$ cat src/rtl/display_scan_capture.sv
// Captures the digits of a multiplexed 4-digit seven-segment display by snooping its scan buses.
// Also checks the scan order and segment codes, and watches for a stalled anode scan.
module display_scan_capture #(
  parameter int unsigned STABLE_CYCLES = 4,
  parameter int unsigned TIMEOUT       = 200000
) (
  input  logic        clk,
  input  logic        rst,
  input  logic [3:0]  an,
  input  logic [6:0]  seg,
  output logic [15:0] digits,
  output logic [3:0]  digit_valid,
  output logic        frame_done,
  output logic        order_err,
  output logic        code_err,
  output logic        an_err,
  output logic        stalled
);

  localparam int unsigned SW = $clog2(STABLE_CYCLES + 1);
  localparam int unsigned TW = $clog2(TIMEOUT + 1);

  typedef enum logic [2:0] {IDLE, EXP3, EXP2, EXP1, EXP0} state_t;

  state_t        state, state_nxt;
  logic [3:0]    an_q;
  logic [6:0]    seg_q;
  logic [SW-1:0] stab_cnt, stab_nxt;
  logic [TW-1:0] stall_cnt, stall_nxt;
  logic          same, capture;
  logic          is_blank, is_digit;
  logic [1:0]    dig_idx;
  logic          code_ok;
  logic [3:0]    code_val;
  logic          frame_c, order_c;

  // Inverted gfedcba pattern to hex value; bit 4 flags a legal code.
  function automatic logic [4:0] decode(input logic [6:0] s);
    logic [4:0] r;
    case (~s)
      7'h3F: r = 5'h10;
      7'h06: r = 5'h11;
      7'h5B: r = 5'h12;
      7'h4F: r = 5'h13;
      7'h66: r = 5'h14;
      7'h6D: r = 5'h15;
      7'h7D: r = 5'h16;
      7'h07: r = 5'h17;
      7'h7F: r = 5'h18;
      7'h6F: r = 5'h19;
      7'h77: r = 5'h1A;
      7'h7C: r = 5'h1B;
      7'h39: r = 5'h1C;
      7'h5E: r = 5'h1D;
      7'h79: r = 5'h1E;
      7'h71: r = 5'h1F;
      default: r = 5'h00;
    endcase
    return r;
  endfunction

  // Stability window: capture fires on the single edge the count reaches STABLE_CYCLES.
  always_comb begin
    same     = (an == an_q) && (seg == seg_q);
    capture  = same && (stab_cnt == SW'(STABLE_CYCLES - 1));
    stab_nxt = stab_cnt;
    if (!same)                                 stab_nxt = SW'(1);
    else if (stab_cnt != SW'(STABLE_CYCLES))   stab_nxt = stab_cnt + SW'(1);
    stall_nxt = stall_cnt;
    if (an != an_q)                            stall_nxt = '0;
    else if (stall_cnt != TW'(TIMEOUT))        stall_nxt = stall_cnt + TW'(1);
  end

  // Anode classification and segment decode on the registered copy.
  always_comb begin
    is_blank = (an_q == 4'b1111);
    is_digit = 1'b1;
    dig_idx  = 2'd0;
    case (an_q)
      4'b1110: dig_idx = 2'd0;
      4'b1101: dig_idx = 2'd1;
      4'b1011: dig_idx = 2'd2;
      4'b0111: dig_idx = 2'd3;
      default: is_digit = 1'b0;
    endcase
    {code_ok, code_val} = decode(seg_q);
  end

  // Order tracker next state; a stall abandons any partial frame.
  always_comb begin
    state_nxt = state;
    frame_c   = 1'b0;
    order_c   = 1'b0;
    if (stalled) begin
      state_nxt = IDLE;
    end else if (capture && is_digit) begin
      if (dig_idx == 2'd3) begin
        order_c   = (state == EXP2) || (state == EXP1) || (state == EXP0);
        state_nxt = EXP2;
      end else if (state == EXP2 && dig_idx == 2'd2) begin
        state_nxt = EXP1;
      end else if (state == EXP1 && dig_idx == 2'd1) begin
        state_nxt = EXP0;
      end else if (state == EXP0 && dig_idx == 2'd0) begin
        state_nxt = EXP3;
        frame_c   = 1'b1;
      end else begin
        order_c   = (state != IDLE);
        state_nxt = IDLE;
      end
    end
  end

  always_ff @(posedge clk or posedge rst) begin
    if (rst) state <= IDLE;
    else     state <= state_nxt;
  end

  always_ff @(posedge clk or posedge rst) begin
    if (rst) begin
      an_q        <= 4'b1111;
      seg_q       <= 7'h7F;
      stab_cnt    <= '0;
      stall_cnt   <= '0;
      digits      <= '0;
      digit_valid <= '0;
      frame_done  <= 1'b0;
      order_err   <= 1'b0;
      code_err    <= 1'b0;
      an_err      <= 1'b0;
      stalled     <= 1'b0;
    end else begin
      an_q       <= an;
      seg_q      <= seg;
      stab_cnt   <= stab_nxt;
      stall_cnt  <= stall_nxt;
      stalled    <= (stall_nxt == TW'(TIMEOUT));
      frame_done <= frame_c;
      order_err  <= order_c;
      code_err   <= 1'b0;
      an_err     <= 1'b0;
      if (capture) begin
        if (is_digit) begin
          if (code_ok) begin
            digits[4*dig_idx +: 4] <= code_val;
            digit_valid[dig_idx]   <= 1'b1;
          end else begin
            code_err <= 1'b1;
          end
        end else if (!is_blank) begin
          an_err <= 1'b1;
        end
      end
    end
  end

endmodule

$ cat config.mk
export PLATFORM = sky130hd
export DESIGN_NAME = display_scan_capture
export DESIGN_NICKNAME = d
export VERILOG_FILES = /design/src/rtl/display_scan_capture.sv
export SDC_FILE = /design/constraint.sdc
export NUM_CORES = 1
export LEC_CHECK = 0
export BUFFER_PORTS_ARGS = -buffer_cell sky130_fd_sc_hd__buf_2
export CAP_MARGIN = 20
export CORE_MARGIN = 5
export CORE_UTILIZATION = 63
export CTS_CLUSTER_SIZE = 10
export DETAILED_ROUTE_END_ITERATION = 8
export PLACE_DENSITY = 0.95
export SYNTH_ARGS = -nofsm -noshare
export SYNTH_HDL_FRONTEND = slang
export SYNTH_SLANG_ARGS = --single-unit
$ cat constraint.sdc
create_clock -name clk -period 4.85 [get_ports clk]
set_clock_uncertainty 0.1 [all_clocks]
set_input_delay 0 -clock clk [delete_from_list [all_inputs] [get_ports clk]]
set_output_delay 0 -clock clk [all_outputs]
set_load 0.005 [all_outputs]
==> impl_metrics.env, run 1 <==
export IMPL_worstReg2RegEnd="state[2]"
export IMPL_synth_top_family_by_area="simple AND/OR/NAND/NOR gates"
export IMPL_synth_edf_count=0
export IMPL_vias_per_cell=5.90
export IMPL_yosys_area_share_adder_pct=4.77
export IMPL_cts_buffer_depth=2
export IMPL_first_global_vias=2747
export IMPL_syn_area_per_cell_sq_um=9.46
export IMPL_drt_total_wl_mm=7.62
export IMPL_status="complete, no violations"
export IMPL_netlist_instances=355
export IMPL_regArea_sq_mm=0.00152
export IMPL_fp_dieH_um=83.0
export IMPL_hp_class="primary input to flip-flop"
export IMPL_synth_simple_area_share_pct=26.0
export IMPL_endpoint="state[2]"
export IMPL_critPathTopFamily="simple AND/OR/NAND/NOR gates"
export IMPL_cts_resized_gates=0
export IMPL_worstSetupPathType="flip-flop to flip-flop"
export IMPL_wl_per_cell_um=16.0
export IMPL_portBuffers=37
export IMPL_dr_pass1_iters=4
export IMPL_track_usage_pct=23.2
export IMPL_clk_pin_slew_worst_paths_ps=70
export IMPL_cts_root_buf="clkbuf_8"
export IMPL_synth_distinct_cells=54
export IMPL_slew_viol_final=0
export IMPL_antenna_cells=0
export IMPL_critical_path_startpoint_type="flip-flop"
export IMPL_crit_start="an_q[3]"
export IMPL_critPathMaxStageDelay_ps=630
export IMPL_dpl_instance_area_sq_mm=0.00358
export IMPL_tightestPinTransition_ps=759
export IMPL_syn_cell_area_sq_mm=0.00336
export IMPL_grt_max_degree=61
export IMPL_grt_pass1_wl_mm=13.1
export IMPL_ir_drop_uv=191
export IMPL_fill_cells=351
export IMPL_instances_no_fill=477
export IMPL_path_cells="xnor2_1 -> nand4_1 -> buf_4 -> nor3_1 -> nand3_1 -> or3_1 -> a21oi_1"
export IMPL_yosysSeqAreaShare_pct=45.1
export IMPL_crit_fanout=21
export IMPL_synth_compound_area_share_pct=11.5
export IMPL_ant_nets=0
export IMPL_gr_total_overflow=0
export IMPL_fmax_mhz=365
export IMPL_die_area_sq_mm=0.00689
export IMPL_multi_input_area_sq_mm=0.00173
export IMPL_r2r_slack_ps=2110
export IMPL_coreArea_sq_mm=0.00514
export IMPL_cp_data_required_time_ps=5020
export IMPL_cp_depth=7
export IMPL_layout_drive_gt1_share_pct=17.9
export IMPL_die_w_um=83.0
export IMPL_num_rows=26
export IMPL_hold_violations=0
export IMPL_synth_top_flop_cell="dfrtp_1"
export IMPL_rsz0062_at_grt="no"
export IMPL_yosysWarnings=0
export IMPL_htreeDepth=3
export IMPL_r2r_start="an_q[3]"
export IMPL_synth_xor_area_share_pct=8.35
export IMPL_slew_headroom_pct=49.1
export IMPL_dp_hpwl_mm=5.11
export IMPL_dp_cells=449
export IMPL_syn_num_nets=380
export IMPL_period_minus_slack_ps=2740
export IMPL_muxShareOfSynthArea_pct=0.895
export IMPL_p_per_area_mw_per_mm2=296
export IMPL_io_pins=38
export IMPL_setup_viol=0
export IMPL_cp_end_kind="flip-flop"
export IMPL_leakagePower_uw=0.00168
export IMPL_cp_buffers_inverters=1
export IMPL_drc=0
export IMPL_antenna_found_initial=0
export IMPL_cts_buffers=9
export IMPL_gp_congestion=0.855
export IMPL_rr_worst_depth=7
export IMPL_slowest_stage="dfstp_2"
export IMPL_async_reset_ff_share_pct=100
export IMPL_drv_cap=0
export IMPL_finalSetupTns_ps=0
export IMPL_fin_area_sq_mm=0.00396
export IMPL_period_share_pct=56.5
export IMPL_synth_seq_cells=60
export IMPL_crit_arrival_ps=2910
export IMPL_worstSkewPairLatency_ps=340
export IMPL_start_util_pct=65.3
export IMPL_nets=427
export IMPL_vias=2812
export IMPL_drtIter0Drc=271
export IMPL_syn_to_final_growth_pct=17.8
export IMPL_cts_tree="built"
export IMPL_cts_sinks=60
[Yosys cell counts, drive strengths merged (2+ instances only)]
library cell  number  area share, %
nor4               7            1.8
buf                4           0.56
o211ai             9            2.2
xnor2             22            5.7
nor4b              2           0.71
mux2i              3           0.89
nand2             43            4.8
a21oi              8            1.2
o31ai              2           0.45
nand3b             2           0.45
and3               3           0.56
nor2              28            3.1
ha                12            4.5
and4               4            1.1
a22oi              2           0.45
nor4bb             2           0.60
a211oi             2           0.45
nand2b             7            1.3
nor3b              7            1.6
inv               14            1.6
o21ai             21            3.1
nor3              11            1.6
xor2              10            2.6
dfrtp             49             37
a21o               4           0.89
or3                5            1.1
nand4b             5            1.3
nand3             15            2.2
dfstp             11            8.6
or4b               2           0.71
nand4             10            1.9
clkbuf            11            1.2
o22ai              2           0.37
nor2b              3           0.56
a21boi             2           0.45
[kinds of logic (layout without fill, tap and decap cells)]
logic type | count (synthesis) | after routing
XOR/XNOR | 32 | 32
multiplexers | 3 | 3
AND/OR/NAND/NOR | 159 | 159
buffers and inverters | 29 | 81
AO/OA/AOI/OAI | 59 | 59
flip-flops | 60 | 60
adder cells (fa/ha/maj) | 13 | 13
[through the flow]
step           hold WS [ps]  power (uW)  worst slack [ps]  util, %
3_3_place_gp           21.3         596              2230     69.7
5_1_grt                 194        1210              1940     76.9
4_1_cts                 208        1170              2110     76.9
6_report                214        1170              2110     76.9
3_5_place_dp           23.3         600              2140     69.7
2_1_floorplan         -95.5         580              2500        -
[worst min-delay path by stage]
stage / start / to / depth (start not counted)
floorplan: an[0] / an_q[0] / 0
global placement: seg[2] / seg_q[2] / 1
detailed placement: an[1] / an_q[1] / 1
CTS: an[1] / an_q[1] / 2
global route: an[1] / an_q[1] / 2
finish: an[1] / an_q[1] / 2
[timing repair]
| action | 4_1_cts | 5_1_grt |
|---|---|---|
| endpoints found under the hold margin | 60 | 0 |
| hold buffers | 12 | 0 |
| buffers inserted | 0 | 0 |
[flip-flops by register name, summed over array words and instances, names as in the netlist, 3 cells and up]
register,flops
stall_cnt,18
digits,16
seg_q,7
an_q,4
digit_valid,4
stab_cnt,3
state,3
[cell type report]
type	count	share of cell area (%)
multi-input combinational	266	43.7
sequential	60	38.3
timing repair buffer	51	8.10
clock buffer	12	3.92
clock inverter	4	2.40
tap	70	2.21
inverter	14	1.33
[where the power goes]
group / internal, uW / switching [uW]
Clock: 369 / 200
Combinational: 33.1 / 41.4
Sequential: 510 / 15.5
Total: 912 / 257
[cell usage in the layout, fill, tap and decap left out, types with 6 or more instances in the layout]
master	instances
nand2_1	43
clkbuf_8	11
dlygate4sd3_1	12
buf_2	37
nor2_1	28
o211ai_1	8
xor2_1	10
dfrtp_1	49
o21ai_0	6
dfstp_2	11
nand3_1	15
nor3_1	11
nor3b_1	7
a21oi_1	8
nand4_1	10
ha_1	12
nor4_1	6
nand2b_1	7
inv_1	13
o21ai_1	15
xnor2_1	22
[metal layers]
metal	wire [um]	global-route usage, %
met2	3880	40.3
met4	168	6.69
met3	405	6.83
met1	3160	27.8
met5	0	0
[worst reg2reg max path: cells and delay by family, from the launching register on]
kind	cells	cell delay (ps)
compound gates	1	140
flops	1	630
xor+xnor	1	150
buf+inv	1	220
simple gates	4	1410
No activity file was read; power rests on OpenSTA's default activity.
==> run 2, diff against run 1 <==
Settings changed: ABC_AREA set to 1, CORE_UTILIZATION 63 to 59, PLACE_DENSITY 0.95 to 0.9.
Clock period 4.85 ns to 2.8 ns, I/O delays scaled along.
==> run 2 against run 1 <==
  * Design area rose by 6.3%
  * Critical path depth did not move
  * Highest routed layer unchanged
  * Clock power rose by 16%
  * Largest power group is now sequential cells
  * Non-clock buffer count rose by 1
  * Via count rose by 24%
  * Register-to-register slack got worse by 1600 ps
==> impl_metrics.env, run 2 <==
export IMPL_status="complete, no violations"
export IMPL_antenna_found_initial=0
export IMPL_hp_class="primary input to asynchronous set/reset pin"
export IMPL_hold_violations=0
export IMPL_yosysWarnings=0
export IMPL_hold_worst_slack_ps=59.4
export IMPL_synth_top_flop_cell="dfrtp_1"
export IMPL_final_cell_mix="nand2_1 (173), nor2_1 (86), inv_1 (55)"
export IMPL_finalSetupTns_ps=0
export IMPL_gp_congestion=0.987
export IMPL_p_total_uw=1710
export IMPL_rr_worst_depth=7
export IMPL_critical_path_startpoint_type="flip-flop"
export IMPL_coreArea_sq_mm=0.00596
export IMPL_grt_max_degree=27
export IMPL_period_minus_slack_ps=2310
export IMPL_synth_edf_count=0
export IMPL_ir_drop_uv=365
export IMPL_drt_total_wl_mm=8.42
export IMPL_final_common_cell="nand2_1"
export IMPL_cts_tree="built"
export IMPL_worstReg2RegEnd="state[0]"
export IMPL_synth_distinct_cells=32
export IMPL_first_global_vias=3388
export IMPL_worstSkewPairLatency_ps=350
export IMPL_fmax_mhz=433
export IMPL_reg_largest_list="stall_cnt x18, digits x16, seg_q x7"
export IMPL_drc=0
export IMPL_die_w_um=88.6
export IMPL_worstSetupPathType="flip-flop to flip-flop"
export IMPL_syn_cell_area_sq_mm=0.00364
export IMPL_dr_pass1_iters=5
export IMPL_gr_total_overflow=0
export IMPL_layout_drive_gt1_share_pct=14.6
export IMPL_io_pins=38
export IMPL_yosysMostFrequentCell="nand2_1"
export IMPL_largest_register="stall_cnt"
export IMPL_dp_hpwl_mm=6.44
export IMPL_cts_root_buf="clkbuf_8"
export IMPL_leakagePower_uw=0.00230
export IMPL_die_area_sq_mm=0.00785
export IMPL_cp_end_kind="flip-flop"
export IMPL_track_usage_pct=23.6
export IMPL_cp_buffers_inverters=1
export IMPL_grt_pass1_wl_mm=14.3
export IMPL_crit_fanout=8
export IMPL_critPathMaxStageDelay_ps=580
export IMPL_crit_start="an_q[3]"
export IMPL_period_share_pct=82.5
export IMPL_rsz0062_at_grt="no"
export IMPL_yosys_top_cells_area="dfrtp_1 (34%), nand2_1 (18%), nor2_1 (8.9%), dfstp_2 (7.9%), nand3_1 (7.3%)"
export IMPL_cts_buffers=9
export IMPL_drv_cap=0
export IMPL_synth_top_area_share_pct=33.7
export IMPL_syn_num_nets=541
export IMPL_post_cts_buffers=0
export IMPL_yosys_area_top_type="dfrtp_1"
export IMPL_antenna_cells=0
export IMPL_portBuffers=37
export IMPL_tightestPinTransition_ps=507
export IMPL_start_util_pct=61.2
export IMPL_cts_buffer_depth=2
export IMPL_syn_to_final_growth_pct=15.4
export IMPL_vias_per_cell=5.32
export IMPL_r2r_slack_ps=490
export IMPL_ant_nets=0
export IMPL_vias=3493
export IMPL_drtIter0Drc=202
export IMPL_critPathTopFamily="simple AND/OR/NAND/NOR gates"
export IMPL_synth_commonest_cells="nand2_1 (173), nor2_1 (86), inv_1 (56)"
export IMPL_cp_data_required_time_ps=2960
export IMPL_p_per_area_mw_per_mm2=407
export IMPL_htreeDepth=3
export IMPL_clk_pin_slew_worst_paths_ps=70
export IMPL_cts_sinks=60
export IMPL_num_rows=28
export IMPL_yosysSeqAreaShare_pct=41.6
export IMPL_r2r_start="an_q[3]"
export IMPL_largest_reg_flops=18
export IMPL_slowest_stage="dfstp_2"
export IMPL_slew_viol_final=0
export IMPL_netlist_instances=516
export IMPL_nets=601
export IMPL_setup_viol=0
export IMPL_crit_arrival_ps=2480
export IMPL_syn_area_per_cell_sq_um=7.06
export IMPL_synth_seq_cells=60
export IMPL_wl_per_cell_um=12.8
export IMPL_async_reset_ff_share_pct=100
export IMPL_slew_headroom_pct=66.1
export IMPL_fp_dieH_um=88.6
export IMPL_fill_cells=462
export IMPL_path_cells="nor3b_1 -> nor2_1 -> ha_1 -> inv_1 -> nor2_1 -> o21ai_0 -> o21ai_0"
==> run 2: cell count changes in the layout (fill, tap and decap cells not counted), moves of 15 or more <==
cell	delta
inv_1	+42
nand2_1	+130
nand3_1	+38
nor2_1	+58
o21ai_1	-15
xnor2_1	-16
==> run 2: repair_timing <==
action                    4_1_cts  5_1_grt
gates resized for setup         0        0
hold endpoints to repair       65        0
hold buffers                   12        0
==> run 2: metal layers <==
layer	vias up	GRT usage [%]	share of wire, %
met3	16	7.08	6.8
li1	1738	-	-
met5	-	0	0
met1	1610	27.8	41
met2	129	40.6	51
met4	0	9.07	1.3
==> run 2: cells by family after synthesis <==
family / count (synthesis) / synth area share [%]
flops: 60 / 41.6
buf+inv: 63 / 6.80
simple gates: 344 / 40.6
xor+xnor: 13 / 3.13
compound gates: 24 / 3.78
fa+ha+maj: 12 / 4.12
==> run 2: how the worst max path moves through the flow <==
stage	end	slack (ps)	cells after the start
floorplan	state[0]	850	9
global placement	order_err	730	10
detailed placement	state[0]	580	7
CTS	state[0]	560	7
global route	state[0]	290	7
finish	state[0]	490	7
==> run 2: cell type report <==
type / count / area (sq um) / area share (%)
Multi-Input combinational cell: 393 / 1880 / 44.7
Sequential cell: 60 / 1520 / 36.0
Timing Repair Buffer: 52 / 328 / 7.80
Inverter: 60 / 225 / 5.36
Clock buffer: 11 / 131 / 3.13
Tap cell: 75 / 93.8 / 2.23
Clock inverter: 5 / 30.0 / 0.714
==> run 2: tightest hold or removal path: stages <==
cell and delay (ps):
dlygate4sd3_1 530, buf_2 120, inv_2 280
==> run 2: where the power goes <==
group / leakage [uW] / switching, uW / internal, uW
Clock: 0.0000791 / 344 / 316
Combinational: 0.00143 / 99.9 / 53.3
Sequential: 0.000790 / 13.2 / 883
Total: 0.00230 / 457 / 1250
==> run 2: metrics by stage <==
stage	worst slack [ps]	cells	instance area, sq um	utilization (%)
3_3_place_gp	731	628	3920	65.9
5_1_grt	291	656	4200	70.6
6_report	489	656	4200	70.6
3_5_place_dp	580	628	3920	65.9
4_1_cts	555	656	4200	70.6
2_1_floorplan	850	516	3640	-
==> run 3, diff against run 2 <==
Clock period 2.8 ns to 2.4 ns, I/O delays scaled along.
==> run 3 against run 2 <==
  * Register-to-register slack got worse by 330 ps
  * Worst setup slack got worse by 330 ps
  * Maximum frequency increased by 3.3%
  * Utilization increased by 0.80 points
  * Flip-flop and latch count unchanged
  * Critical path depth increased by 1
  * Clock power increased by 39%
  * Via count increased by 1.4%
  * Sequential share of layout area decreased by 0.40 points
  * Routed wire length increased by 5.4%
  * Critical path type unchanged
  * Critical endpoint is now digits[11]
  * Largest power group unchanged
==> impl_metrics.env, run 3 (same netlist as run 2, synthesis figures left out) <==
export IMPL_clock_power_share_pct=42.8
export IMPL_fill_cells=460
export IMPL_gp_congestion=0.954
export IMPL_ir_drop_uv=346
export IMPL_largest_register="stall_cnt"
export IMPL_drc=0
export IMPL_reg_largest_list="stall_cnt x18, digits x16, seg_q x7"
export IMPL_post_cts_buffers=0
export IMPL_first_global_vias=3438
export IMPL_cts_buffers=9
export IMPL_ant_nets=0
export IMPL_rr_worst_depth=8
export IMPL_period_minus_slack_ps=2240
export IMPL_cts_sinks=60
export IMPL_largest_reg_flops=18
export IMPL_track_usage_pct=24.7
export IMPL_period_share_pct=93.2
export IMPL_die_area_sq_mm=0.00785
export IMPL_num_rows=28
export IMPL_dr_pass1_iters=5
export IMPL_clk_pin_slew_worst_paths_ps=80
export IMPL_switching_share_pct=26.7
export IMPL_tightestPinTransition_ps=447
export IMPL_critical_path_startpoint_type="flip-flop"
export IMPL_worstSkewPairLatency_ps=350
export IMPL_vias_per_cell=5.38
export IMPL_cts_buffer_depth=2
export IMPL_status="complete, no violations"
export IMPL_p_per_area_mw_per_mm2=504
export IMPL_grt_max_degree=28
export IMPL_vias=3543
export IMPL_fmax_mhz=447
export IMPL_p_comb_share_pct=8.5
export IMPL_die_w_um=88.6
export IMPL_final_common_cell="nand2_1"
export IMPL_crit_fanout=6
export IMPL_power_switching_uw=572
export IMPL_hold_violations=0
export IMPL_gr_total_overflow=0
export IMPL_final_cell_mix="nand2_1 (173), nor2_1 (86), inv_1 (55)"
export IMPL_finalSetupTns_ps=0
export IMPL_hp_class="primary input to asynchronous set/reset pin"
export IMPL_cts_root_buf="clkbuf_8"
export IMPL_antenna_cells=0
export IMPL_syn_to_final_growth_pct=16.7
export IMPL_cp_end_kind="flip-flop"
export IMPL_coreArea_sq_mm=0.00596
export IMPL_rsz0062_at_grt="no"
export IMPL_nets=603
export IMPL_p_total_uw=2140
export IMPL_cts_tree="built"
export IMPL_fp_dieH_um=88.6
export IMPL_drt_total_wl_mm=8.87
export IMPL_io_pins=38
export IMPL_dp_hpwl_mm=6.55
export IMPL_drtIter0Drc=180
export IMPL_setup_viol=0
export IMPL_cp_data_required_time_ps=2590
export IMPL_leakagePower_uw=0.00232
export IMPL_htreeDepth=3
export IMPL_crit_arrival_ps=2430
export IMPL_drv_cap=0
export IMPL_layout_drive_gt1_share_pct=15.3
export IMPL_slew_headroom_pct=70.1
export IMPL_intPower_uw=1570
export IMPL_grt_pass1_wl_mm=15.1
export IMPL_wl_per_cell_um=13.5
export IMPL_worstSetupPathType="flip-flop to flip-flop"
export IMPL_antenna_found_initial=0
export IMPL_r2r_start="an_q[0]"
export IMPL_p_seq_share_pct=48.7
export IMPL_portBuffers=37
export IMPL_slew_viol_final=0
export IMPL_crit_start="an_q[0]"
export IMPL_start_util_pct=61.2
-- run 3: changes by cell type in the layout (fill, tap and decap cells not counted), sizes merged --
cell	delta
clkinv	-1
bufinv	+1
inv	+1
buf	+2
clkbuf	-1
-- run 3: cell type report --
type	instances	area (sq um)	share of cell area [%]
clock buffer	10	128	3.00
clock inverter	6	63.8	1.50
inverter	60	225	5.30
multi-input combinational	393	1880	44.3
sequential	60	1520	35.6
tap	75	93.8	2.21
timing repair buffer	54	343	8.06
-- run 3: through the flow --
step	cells	util, %	worst slack, ps	instance area [sq um]	hold WS (ps)
after floorplan	516	-	450	3640	-95.5
after global placement	630	66.1	337	3940	-117
after detailed placement	630	66.1	214	3940	-110
after CTS	658	71.3	173	4250	63.8
after global routing	658	71.4	37.3	4250	98.2
final	658	71.4	164	4250	59.2
-- run 3: per-layer routing --
layer / routed length [um] / GRT usage (%) / vias to the layer above
li1: - / - / 1733
met1: 3560 / 29.8 / 1636
met2: 4500 / 42.8 / 147
met3: 577 / 5.59 / 27
met4: 226 / 9.48 / 0
met5: 0 / 0 / -
-- run 3: what timing repair did --
action / 4_1_cts / 5_1_grt
hold buffers: 12 / 0
setup endpoints to repair: 0 / 1
hold endpoints to repair: 65 / 0
gates resized for setup: 0 / 1
-- run 3: final timing paths --
path / endpoint / slack (ps)
worst max-delay path: digits[11] / 160
worst min-delay path: stall_cnt[11] / 60
worst max register to register: digits[11] / 160
worst min register to register: digit_valid[1] / 350
max in group asynchronous: stall_cnt[5] / 1480
min in group clk: seg_q[2] / 220
-- run 3: critical path, stage by stage, from the launching register on --
cell and delay (ps):
dfstp_2 570, nand2_1 80, inv_1 90, nand3_1 250, ha_2 480, nand2_1 130, nor3_1 290, nand3_1 110
nand2_1 70
-- run 3: power groups by stage --
stage | combinational, uW | sequential [uW] | clock (uW)
floorplan | 116 | 1060 | 0
global route | 206 | 1050 | 975
finish | 183 | 1040 | 917
detailed placement | 165 | 1060 | 0
CTS | 182 | 1040 | 924
global placement | 157 | 1060 | 0
